File: config.mk
export PLATFORM = sky130hd
export DESIGN_NAME = wheel_setpoint_calculator
export DESIGN_NICKNAME = d
export VERILOG_FILES = /design/src/rtl/wheel_kinematics_pkg.sv /design/src/rtl/fixed_mul_sat.sv /design/src/rtl/wheel_setpoint_calculator.sv
export SDC_FILE = /design/constraint.sdc
export NUM_CORES = 2
export LEC_CHECK = 0
export ABC_AREA = 1
export CAP_MARGIN = 15
export CORE_MARGIN = 2
export CORE_UTILIZATION = 30
export DETAILED_ROUTE_END_ITERATION = 10
export HOLD_SLACK_MARGIN = 0.12
export SKIP_LAST_GASP = 1
export SLEW_MARGIN = 20
export SYNTH_ARGS = -nofsm -noshare
export SYNTH_HDL_FRONTEND = slang
export SYNTH_SLANG_ARGS = --single-unit
File: constraint.sdc
create_clock -name WHEEL_SETPOINT_CLOCK_50 -period 9 [get_ports WHEEL_SETPOINT_CLOCK_50]
set_input_delay 1.35 -clock WHEEL_SETPOINT_CLOCK_50 [delete_from_list [all_inputs] [get_ports WHEEL_SETPOINT_CLOCK_50]]
set_output_delay 1.35 -clock WHEEL_SETPOINT_CLOCK_50 [all_outputs]
set_load 0.005 [all_outputs]
File: src/rtl/wheel_kinematics_pkg.sv
// Shared constants, state encoding and saturation helper for the mecanum
// inverse-kinematics datapath.
package wheel_kinematics_pkg;

  localparam int DATAWIDTH_N  = 32;
  localparam int FRACTIONAL_Q = 15;

  localparam logic signed [31:0] SAT_MAX    = 32'sh7FFF_FFFF;
  localparam logic signed [31:0] SAT_MIN    = 32'sh8000_0000;
  localparam logic signed [31:0] INV_RADIUS = 32'sd819200;
  localparam logic signed [31:0] LXLY       = 32'sd6554;

  typedef enum logic [2:0] {
    ST_IDLE   = 3'd0,
    ST_MUL_K  = 3'd1,
    ST_SUM    = 3'd2,
    ST_MUL_W1 = 3'd3,
    ST_MUL_W2 = 3'd4,
    ST_MUL_W3 = 3'd5,
    ST_MUL_W4 = 3'd6,
    ST_DONE   = 3'd7
  } state_t;

  // Clamp a wide signed intermediate (33-bit sums are sign-extended by the
  // caller, 64-bit products come in directly) into the 32-bit range.
  function automatic logic signed [31:0] sat32(input logic signed [63:0] v);
    if (v > 64'sh0000_0000_7FFF_FFFF) begin
      return SAT_MAX;
    end else if (v < -64'sh0000_0000_8000_0000) begin
      return SAT_MIN;
    end else begin
      return $signed(v[31:0]);
    end
  endfunction

endpackage

File: src/rtl/fixed_mul_sat.sv
// Combinational signed fixed-point multiply: full 64-bit product, arithmetic
// shift by the fractional width (floors toward -inf), then saturate.
module fixed_mul_sat
  import wheel_kinematics_pkg::*;
#(
  parameter int FRAC = FRACTIONAL_Q
) (
  input  logic signed [31:0] op_a,
  input  logic signed [31:0] op_b,
  output logic signed [31:0] prod_sat
);

  logic signed [63:0] prod_full;
  logic signed [63:0] prod_shr;

  // Product, rescale and clamp.
  always_comb begin
    prod_full = 64'(op_a) * 64'(op_b);
    prod_shr  = prod_full >>> FRAC;
    prod_sat  = sat32(prod_shr);
  end

endmodule

File: src/rtl/wheel_setpoint_calculator.sv
// Mecanum inverse kinematics: body velocity (vx, vy, wz) to four wheel
// setpoints, stepping one shared saturating multiplier through an FSM.
//
// state     | meaning
// ----------+-------------------------------------------------
// IDLE      | waiting for START; inputs latched on START
// MUL_K     | k <- sat(LXLY * wz)
// SUM       | s1..s4 <- sat(a-k), sat(b+k), sat(b-k), sat(a+k)
// MUL_W1..4 | t_n <- sat(s_n * INV_RADIUS)
// DONE      | W1..W4 <- t1..t4 together, DONE pulse next cycle
module wheel_setpoint_calculator
  import wheel_kinematics_pkg::*;
(
  input  logic                   WHEEL_SETPOINT_CLOCK_50,
  input  logic                   WHEEL_SETPOINT_Reset_InLow,
  input  logic                   WHEEL_SETPOINT_START_In,
  input  logic [DATAWIDTH_N-1:0] WHEEL_SETPOINT_VX_InBus,
  input  logic [DATAWIDTH_N-1:0] WHEEL_SETPOINT_VY_InBus,
  input  logic [DATAWIDTH_N-1:0] WHEEL_SETPOINT_WZ_InBus,
  output logic                   WHEEL_SETPOINT_BUSY_Out,
  output logic                   WHEEL_SETPOINT_DONE_Out,
  output logic [DATAWIDTH_N-1:0] WHEEL_SETPOINT_W1_OutBus,
  output logic [DATAWIDTH_N-1:0] WHEEL_SETPOINT_W2_OutBus,
  output logic [DATAWIDTH_N-1:0] WHEEL_SETPOINT_W3_OutBus,
  output logic [DATAWIDTH_N-1:0] WHEEL_SETPOINT_W4_OutBus
);

  state_t state_q, state_d;
  logic signed [31:0] vx_q, vx_d, vy_q, vy_d, wz_q, wz_d, k_q, k_d;
  logic signed [31:0] s1_q, s1_d, s2_q, s2_d, s3_q, s3_d, s4_q, s4_d;
  logic signed [31:0] t1_q, t1_d, t2_q, t2_d, t3_q, t3_d, t4_q, t4_d;
  logic signed [31:0] w1_q, w1_d, w2_q, w2_d, w3_q, w3_d, w4_q, w4_d;
  logic               done_q, done_d;

  logic signed [31:0] mul_a, mul_b, mul_y;
  logic signed [31:0] a_sat, b_sat;

  fixed_mul_sat u_mul (
    .op_a     (mul_a),
    .op_b     (mul_b),
    .prod_sat (mul_y)
  );

  // Operand mux for the shared multiplier, kept apart from the next-state
  // logic so the product does not feed back into its own selecting block.
  always_comb begin
    mul_a = LXLY;
    mul_b = wz_q;
    case (state_q)
      ST_MUL_W1: begin mul_a = s1_q; mul_b = INV_RADIUS; end
      ST_MUL_W2: begin mul_a = s2_q; mul_b = INV_RADIUS; end
      ST_MUL_W3: begin mul_a = s3_q; mul_b = INV_RADIUS; end
      ST_MUL_W4: begin mul_a = s4_q; mul_b = INV_RADIUS; end
      default:   begin mul_a = LXLY; mul_b = wz_q;       end
    endcase
  end

  // a and b are clamped on their own before k is folded in.
  always_comb begin
    a_sat = sat32(64'(33'(vx_q) - 33'(vy_q)));
    b_sat = sat32(64'(33'(vx_q) + 33'(vy_q)));
  end

  // Next-state and datapath register updates.
  always_comb begin
    state_d = state_q;
    vx_d = vx_q; vy_d = vy_q; wz_d = wz_q; k_d = k_q;
    s1_d = s1_q; s2_d = s2_q; s3_d = s3_q; s4_d = s4_q;
    t1_d = t1_q; t2_d = t2_q; t3_d = t3_q; t4_d = t4_q;
    w1_d = w1_q; w2_d = w2_q; w3_d = w3_q; w4_d = w4_q;
    done_d = 1'b0;
    case (state_q)
      ST_IDLE: begin
        if (WHEEL_SETPOINT_START_In) begin
          vx_d    = $signed(WHEEL_SETPOINT_VX_InBus);
          vy_d    = $signed(WHEEL_SETPOINT_VY_InBus);
          wz_d    = $signed(WHEEL_SETPOINT_WZ_InBus);
          state_d = ST_MUL_K;
        end
      end
      ST_MUL_K: begin
        k_d     = mul_y;
        state_d = ST_SUM;
      end
      ST_SUM: begin
        s1_d    = sat32(64'(33'(a_sat) - 33'(k_q)));
        s2_d    = sat32(64'(33'(b_sat) + 33'(k_q)));
        s3_d    = sat32(64'(33'(b_sat) - 33'(k_q)));
        s4_d    = sat32(64'(33'(a_sat) + 33'(k_q)));
        state_d = ST_MUL_W1;
      end
      ST_MUL_W1: begin t1_d = mul_y; state_d = ST_MUL_W2; end
      ST_MUL_W2: begin t2_d = mul_y; state_d = ST_MUL_W3; end
      ST_MUL_W3: begin t3_d = mul_y; state_d = ST_MUL_W4; end
      ST_MUL_W4: begin t4_d = mul_y; state_d = ST_DONE;   end
      ST_DONE: begin
        w1_d = t1_q; w2_d = t2_q; w3_d = t3_q; w4_d = t4_q;
        done_d  = 1'b1;
        state_d = ST_IDLE;
      end
      default: state_d = ST_IDLE;
    endcase
  end

  // State and datapath registers; reset clears everything and aborts any run.
  always_ff @(posedge WHEEL_SETPOINT_CLOCK_50 or negedge WHEEL_SETPOINT_Reset_InLow) begin
    if (!WHEEL_SETPOINT_Reset_InLow) begin
      state_q <= ST_IDLE;
      vx_q <= '0; vy_q <= '0; wz_q <= '0; k_q <= '0;
      s1_q <= '0; s2_q <= '0; s3_q <= '0; s4_q <= '0;
      t1_q <= '0; t2_q <= '0; t3_q <= '0; t4_q <= '0;
      w1_q <= '0; w2_q <= '0; w3_q <= '0; w4_q <= '0;
      done_q <= 1'b0;
    end else begin
      state_q <= state_d;
      vx_q <= vx_d; vy_q <= vy_d; wz_q <= wz_d; k_q <= k_d;
      s1_q <= s1_d; s2_q <= s2_d; s3_q <= s3_d; s4_q <= s4_d;
      t1_q <= t1_d; t2_q <= t2_d; t3_q <= t3_d; t4_q <= t4_d;
      w1_q <= w1_d; w2_q <= w2_d; w3_q <= w3_d; w4_q <= w4_d;
      done_q <= done_d;
    end
  end

  assign WHEEL_SETPOINT_BUSY_Out  = (state_q != ST_IDLE);
  assign WHEEL_SETPOINT_DONE_Out  = done_q;
  assign WHEEL_SETPOINT_W1_OutBus = w1_q;
  assign WHEEL_SETPOINT_W2_OutBus = w2_q;
  assign WHEEL_SETPOINT_W3_OutBus = w3_q;
  assign WHEEL_SETPOINT_W4_OutBus = w4_q;

endmodule

# Yosys cells after proc, flatten, opt, wreduce, memory -nomap -nowiden
# Index checks and enable logic that the tools add are counted.
dict set report word_totals {
  ff_bits 516
  in_bits 99
  out_inout_bits 130
  wordCells 70
}
dict set report classes {
  addsub 6
  mul 1
  n_lt_le_gt_ge 14
  n_eq_ne 8
  n_mux 19
  reduce_logical 4
}
# cell n
set op_table {}
lappend op_table {{32-bit two-way mux} 15}
lappend op_table {{33-bit by 32-bit greater-than comparator with 1-bit output, second input constant} 6}
lappend op_table {{33-bit by 32-bit less-than comparator with 1-bit output, second input constant} 6}
lappend op_table {{32-bit one-hot mux with 4 select lines} 1}
lappend op_table {{32-bit by 32-bit adder with 33-bit output} 3}
lappend op_table {{32-bit by 32-bit subtractor with 33-bit output} 3}
lappend op_table {{32-bit by 32-bit multiplier with 64-bit output} 1}
lappend op_table {{49-bit by 32-bit greater-than comparator with 1-bit output, second input constant} 1}
lappend op_table {{49-bit by 32-bit less-than comparator with 1-bit output, second input constant} 1}
lappend op_table {{3-bit one-hot mux with 8 select lines} 1}
lappend op_table {{3-bit equality test, second input constant} 4}
lappend op_table {{3-bit by 2-bit equality test with 1-bit output, second input constant} 2}
lappend op_table {{4-bit OR reduction} 1}
lappend op_table {{3-bit by 1-bit equality test with 1-bit output, second input constant} 1}
lappend op_table {{3-bit zero test} 1}
lappend op_table {{3-bit two-way mux} 1}
lappend op_table {{3-bit nonzero test} 1}
lappend op_table {{2-bit != test, second input constant} 1}
lappend op_table {{2-bit AND reduction} 1}
lappend op_table {{1-bit two-way mux} 1}

# Longest topological paths before layout
dict set report logic_depth {
  depth_word 8
  depth_mapped 51
}

# Hierarchy
# Synthesis repeated with hierarchy kept, for this count alone.
dict set report hier_totals {
  hier_cells 10068
  area_unflattened_um2 73422.9
}
# module instances cells_each area_per_inst_um2 seq_area_each_um2
set modules_own_cells {}
lappend modules_own_cells {fixed_mul_sat 1 5084 39008.7 0.0}
lappend modules_own_cells {wheel_setpoint_calculator 1 4984 34414.3 12912.4}

# Least setup slack after synthesis
# OpenSTA, ideal clock, no wires.
dict set report synth_timing {
  kind {reg-to-reg}
  from {register state_q[2]}
  to {register t2_q[10]}
  setup_ns 0.117
  arrival_time_ns 8.640
  slack_ns 0.243
  stages_incl_launch_ff 40
  path_buffers 4
  path_cell_list {dfrtp_1 > clkbuf_1 > nor2_1 > clkinv_1 > nand2_1 > inv_1 > clkbuf_1 > buf_1 > nand2_1 > inv_1 > fa_1 > fa_1 > fa_1 > fa_1 > fa_1 > fa_1 > fa_1 > inv_1 > [4 not listed] > nor2_2 > nand2_1 > nor2_2 > and3_1 > nand2_1 > nand2_1 > nand2_2 > nand2_4 > nand2_1 > nor2_1 > nand2_1 > nor3_1 > nand2_1 > nand3_2 > buf_12 > nand2_4 > nand2_1 > nand2_1}
}
dict set report synth_via {
  elab_chain_len 7
  elab_cells_between_ends 12
  classes_between {mul: 1; order compare: 2; eq/ne: 4; mux: 4; reduce/logical: 1}
}
# element line
set synth_rtl {}
lappend synth_rtl {{start, declared} wheel_setpoint_calculator.sv:28} ;# state_t state_q, state_d;
lappend synth_rtl {{start signal, assigned} wheel_setpoint_calculator.sv:115} ;# state_q <= state_d;
lappend synth_rtl {{3-bit equality test, or another cell as far along} wheel_setpoint_calculator.sv:49} ;# case (state_q)
lappend synth_rtl {{4-bit OR reduction (no line)} -}
lappend synth_rtl {{32-bit two-way mux} wheel_setpoint_calculator.sv:49}
lappend synth_rtl {{32-bit by 32-bit multiplier with 64-bit output} fixed_mul_sat.sv:18} ;# prod_full = 64'(op_a) * 64'(op_b);
lappend synth_rtl {{49-bit by 32-bit less-than comparator with 1-bit output} wheel_kinematics_pkg.sv:29} ;# end else if (v < -64'sh0000_0000_8000_0000) begin
lappend synth_rtl {{32-bit two-way mux} wheel_kinematics_pkg.sv:29}
lappend synth_rtl {{32-bit two-way mux} wheel_kinematics_pkg.sv:27} ;# if (v > 64'sh0000_0000_7FFF_FFFF) begin
lappend synth_rtl {{end signal, assigned} wheel_setpoint_calculator.sv:118} ;# t1_q <= t1_d; t2_q <= t2_d; t3_q <= t3_d; t4_q <= t4_d;
lappend synth_rtl {{end, declared} wheel_setpoint_calculator.sv:31} ;# logic signed [31:0] t1_q, t1_d, t2_q, t2_d, t3_q, t3_d, t4_q, t4_d;
# Several ways; a longest one is shown, not always the timed one.
# A chain may end at the register's enable or synchronous reset.

# Worst setup path in the final report
dict set report layout_timing {
  from {register state_q[2]}
  to {register k_q[22]}
}
dict set report layout_via {
  elab_chain_len 7
  elab_cells_between_ends 13
  classes_between {mul: 1; order compare: 2; eq/ne: 5; mux: 4; reduce/logical: 1}
}
# element line
set layout_rtl {}
lappend layout_rtl {{3-bit equality test / 3-bit by 2-bit equality test with 1-bit output (equally long branches)} wheel_setpoint_calculator.sv:49}
lappend layout_rtl {{4-bit OR reduction (no line)} -}
lappend layout_rtl {{32-bit two-way mux} wheel_setpoint_calculator.sv:49}
lappend layout_rtl {{32-bit by 32-bit multiplier with 64-bit output} fixed_mul_sat.sv:18}
lappend layout_rtl {{49-bit by 32-bit less-than comparator with 1-bit output} wheel_kinematics_pkg.sv:29}
lappend layout_rtl {{32-bit two-way mux} wheel_kinematics_pkg.sv:29}
lappend layout_rtl {{32-bit two-way mux} wheel_kinematics_pkg.sv:27}
lappend layout_rtl {{end signal, assigned} wheel_setpoint_calculator.sv:116} ;# vx_q <= vx_d; vy_q <= vy_d; wz_q <= wz_d; k_q <= k_d;
lappend layout_rtl {{end, declared} wheel_setpoint_calculator.sv:29} ;# logic signed [31:0] vx_q, vx_d, vy_q, vy_d, wz_q, wz_d, k_q, k_d;
# Several ways; a longest one is shown, not always the timed one.

==> summary.txt <==
Outcome
  – Status: completed

Critical path
  – Reg2reg end: k_q[22]$_DFFE_PN0P_
  – Worst reg2reg setup slack: between 0.2 and 0.3 ns
  – Critical-path maximum fanout: 11
  – Critical path origin: state_q[2]$_DFFE_PN0P_
  – Critical-path top delay cell: fa_1
  – Worst setup endpoint: k_q[22]$_DFFE_PN0P_
  – Delay of the slowest cell on the worst path: 0.57 ns
  – Arrival time worst endpoint: 9.28 ns
  – Crit path launch type: register
  – Crit. End Element: register
  – Worst endpoint required time: 9.56 ns
  – WS Path Type: reg -> reg
  – Worst Reg-to-Reg Cells: 36
  – CP dominant cell by count: fa_1
  – Reg2reg start: state_q[2]$_DFFE_PN0P_

Clocking
  – CTS Buf Count: between 60 and 70
  – Longest Clk Path Bufs: 3
  – Clock tree sinks: just over 500
  – CTS tree: done
  – Worst-skew pair later-pin latency: 0.75 ns
  – CTS H-Tree Depth: 2
  – Hold_buf cts: 0
  – Clock transition at path regs: 0.06 ns
  – Root Buffer: clkbuf_16

Placed design
  – GPL Wtd Cong: about 0.96
  – Cells after DPL: 12000
  – DP Area: ~77000 um^2
  – Port bufs: roughly 230
  – DP HPWL: 187000 um

Timing
  – Unrepaired setup endpoints after global routing: yes
  – Fin. Hold Viols: 0
  – Worst slew pin tran: about 1.0 ns
  – Slew HR: 0.305
  – Final period util: 0.969
  – Fmax: 0.115 GHz
  – Final setup viols: 0
  – Skew final: about 0.085 ns
  – Count of pins over their slew limit: 0
  – Fin crit period: 8.72 ns

Run
  – Max-Cap Viols: 0

Floorplanning
  – Area of the core: roughly 220000 um^2
  – Die ar.: about 220000 um^2
  – Initial Util: 0.302
  – Placement row count: 171
  – Ports: roughly 230
  – Die Width: ~470 um
  – Die height: 472 um

Global route
  – Gr usage total: 0.200
  – GRT overflow: 0
  – Vias in the first global route: 57500
  – First-pass GRT wire length: 343000 um
  – Initial antenna violation count: 7
  – Largest net degree at the start of global routing: 168

Logic synthesis
  – Mapped cell area: 65600 um^2
  – Synthesized flop and latch total: 516
  – Ys Warns: 0
  – Sequential-to-total area share from yosys stat: 0.197
  – Number of flops mapped to enable cells by yosys: 0
  – Top_reg_cell synth: dfrtp_1
  – Syn Area/Cell: approximately 8.2 um^2
  – Post-synth cell types: 55
  – Gate Count Post-Synth: 7985
  – Ys async rst share: 1.00

Final layout
  – Cell area after layout: approximately 80000 um^2
  – Commonest non-fill, non-tap cell in the layout: nand2_1
  – Share of cells above drive strength 1: 0.102
  – Most frequent cells in the layout: 2196 x nand2_1, 1682 x inv_1, 1062 x fa_1
  – Area delta synth->final: 22.4%
  – Final Instance Count excl. Fillers: 12100
  – Total Nets Final: 10800

Hold path
  – Hold Startpoint: WHEEL_SETPOINT_W2_OutBus[25]$_DFFE_PN0P_
  – Hold Path Class: reg -> reg

Drt
  – First drt pass iteration count: 6
  – Starting DRT DRC Count: around 4000
  – Final antenna-violating net count: 0
  – Total length of routed wires: 220000 um
  – Drt wl/cell: 18.1 um
  – Vias: approximately 54000
  – # DRC: 0
  – Vias per cell: about 4.5
## Yosys cell counts (4+ instances only)
cell | count | share of area
a211oi_1 | 9 | 0.0010
a21boi_0 | 7 | 0.00080
a21o_1 | 13 | 0.0015
a21oi_1 | 353 | 0.027
a221oi_1 | 14 | 0.0019
a22o_1 | 12 | 0.0016
a22oi_1 | 15 | 0.0017
a2bb2oi_1 | 10 | 0.0013
a31oi_1 | 11 | 0.0010
and2_1 | 11 | 0.0010
and3_1 | 5 | 0.00048
buf_1 | 7 | 0.00040
buf_2 | 67 | 0.0051
buf_4 | 5 | 0.00057
clkbuf_1 | 140 | 0.0080
clkinv_1 | 4 | 0.00023
dfrtp_1 | 516 | 0.20
fa_1 | 1085 | 0.33
ha_1 | 369 | 0.070
inv_1 | 1694 | 0.097
mux2_2 | 58 | 0.010
nand2_1 | 2285 | 0.13
nand2_2 | 4 | 0.00038
nand2_4 | 31 | 0.0053
nand3_1 | 179 | 0.014
nand3b_1 | 16 | 0.0018
nand4_1 | 32 | 0.0031
nor2_1 | 452 | 0.026
nor2_2 | 12 | 0.0011
nor3_1 | 29 | 0.0022
nor4_1 | 14 | 0.0013
o211ai_1 | 9 | 0.0010
o21a_1 | 21 | 0.0024
o21ai_0 | 214 | 0.016
o21ai_1 | 13 | 0.00099
o21bai_1 | 24 | 0.0027
o221ai_1 | 7 | 0.00093
o22ai_1 | 20 | 0.0019
o31ai_1 | 6 | 0.00069
or2_2 | 11 | 0.0010
xnor2_1 | 7 | 0.00093
xor2_1 | 168 | 0.022
## per-layer routing
layer,routed length [um],share of wire,GRT usage
met5,0,0,0
met4,5700,0.026,0.0489
met3,9120,0.042,0.0182
met2,105000,0.48,0.336
met1,100000,0.46,0.278
## critical path, delay by kind of cell (launching register included)
kind,cells,cell delay [ns]
simple gates,15,1.83
flops,1,0.43
fa+ha+maj,9,4.36
compound gates,3,0.63
buf+inv,9,1.30
## stage by stage
stage | utilization | setup TNS [ns] | hold WS [ns] | setup WS (ns)
finish | 0.370 | 0 | 0.470 | 0.276
global route | 0.370 | -2.93 | 0.491 | -0.0583
CTS | 0.363 | 0 | 0.472 | 0.00855
detailed placement | 0.352 | -61.25 | 0.459 | -0.458
global placement | 0.352 | -63.88 | 0.459 | -0.464
floorplan | - | 0 | 0.445 | 0.243
## logic make-up after synthesis
| group | after synthesis | share of synthesized area |
|---|---|---|
| AOI/OAI and AO/OA | 766 | 0.0661 |
| xor gates and xnor gates | 175 | 0.0234 |
| adders and majority gates | 1454 | 0.402 |
| buffers and inverters | 1926 | 0.113 |
| DFF | 516 | 0.197 |
| muxes | 58 | 0.00996 |
| other | 2 | 0.000115 |
| and+or+nand+nor | 3088 | 0.189 |
## sequential cells by signal (all words and copies together), names as in the netlist
name	cells
WHEEL_SETPOINT_DONE_Out	1
WHEEL_SETPOINT_W1_OutBus	32
WHEEL_SETPOINT_W2_OutBus	32
WHEEL_SETPOINT_W3_OutBus	32
WHEEL_SETPOINT_W4_OutBus	32
k_q	32
s1_q	32
s2_q	32
s3_q	32
s4_q	32
state_q	3
t1_q	32
t2_q	32
t3_q	32
t4_q	32
vx_q	32
vy_q	32
wz_q	32
## worst min path at each step
stage,endpoint,slack [ns],depth (start not counted)
CTS,WHEEL_SETPOINT_W2_OutBus[25]$_DFFE_PN0P_,0.47,2
detailed placement,WHEEL_SETPOINT_W2_OutBus[25]$_DFFE_PN0P_,0.46,2
global placement,WHEEL_SETPOINT_W3_OutBus[25]$_DFFE_PN0P_,0.46,2
floorplan,s3_q[11]$_DFFE_PN0P_,0.44,2
global route,WHEEL_SETPOINT_W2_OutBus[27]$_DFFE_PN0P_,0.49,2
finish,WHEEL_SETPOINT_W2_OutBus[25]$_DFFE_PN0P_,0.47,2
## what timing repair did
item                                    4_1_cts  5_1_grt
buffers inserted                              2       10
gates resized for setup                      42      319
endpoints found under the setup margin      155      155
gates cloned                                  0        1
pin swaps                                     1       66
## layout make-up
cell class | instances | area, um^2
fill | 22400 | 137000
inverter | 1701 | 6390
antenna | 2 | 5.00
multi-input combinational | 6279 | 49400
clock inverter | 26 | 412
clock buffer | 82 | 1760
timing repair buffer | 652 | 5800
tap | 2854 | 3570
sequential | 516 | 12900
Power is not shown: default switching activity piles up to over one toggle a cycle in this logic, so the estimate is an artifact.
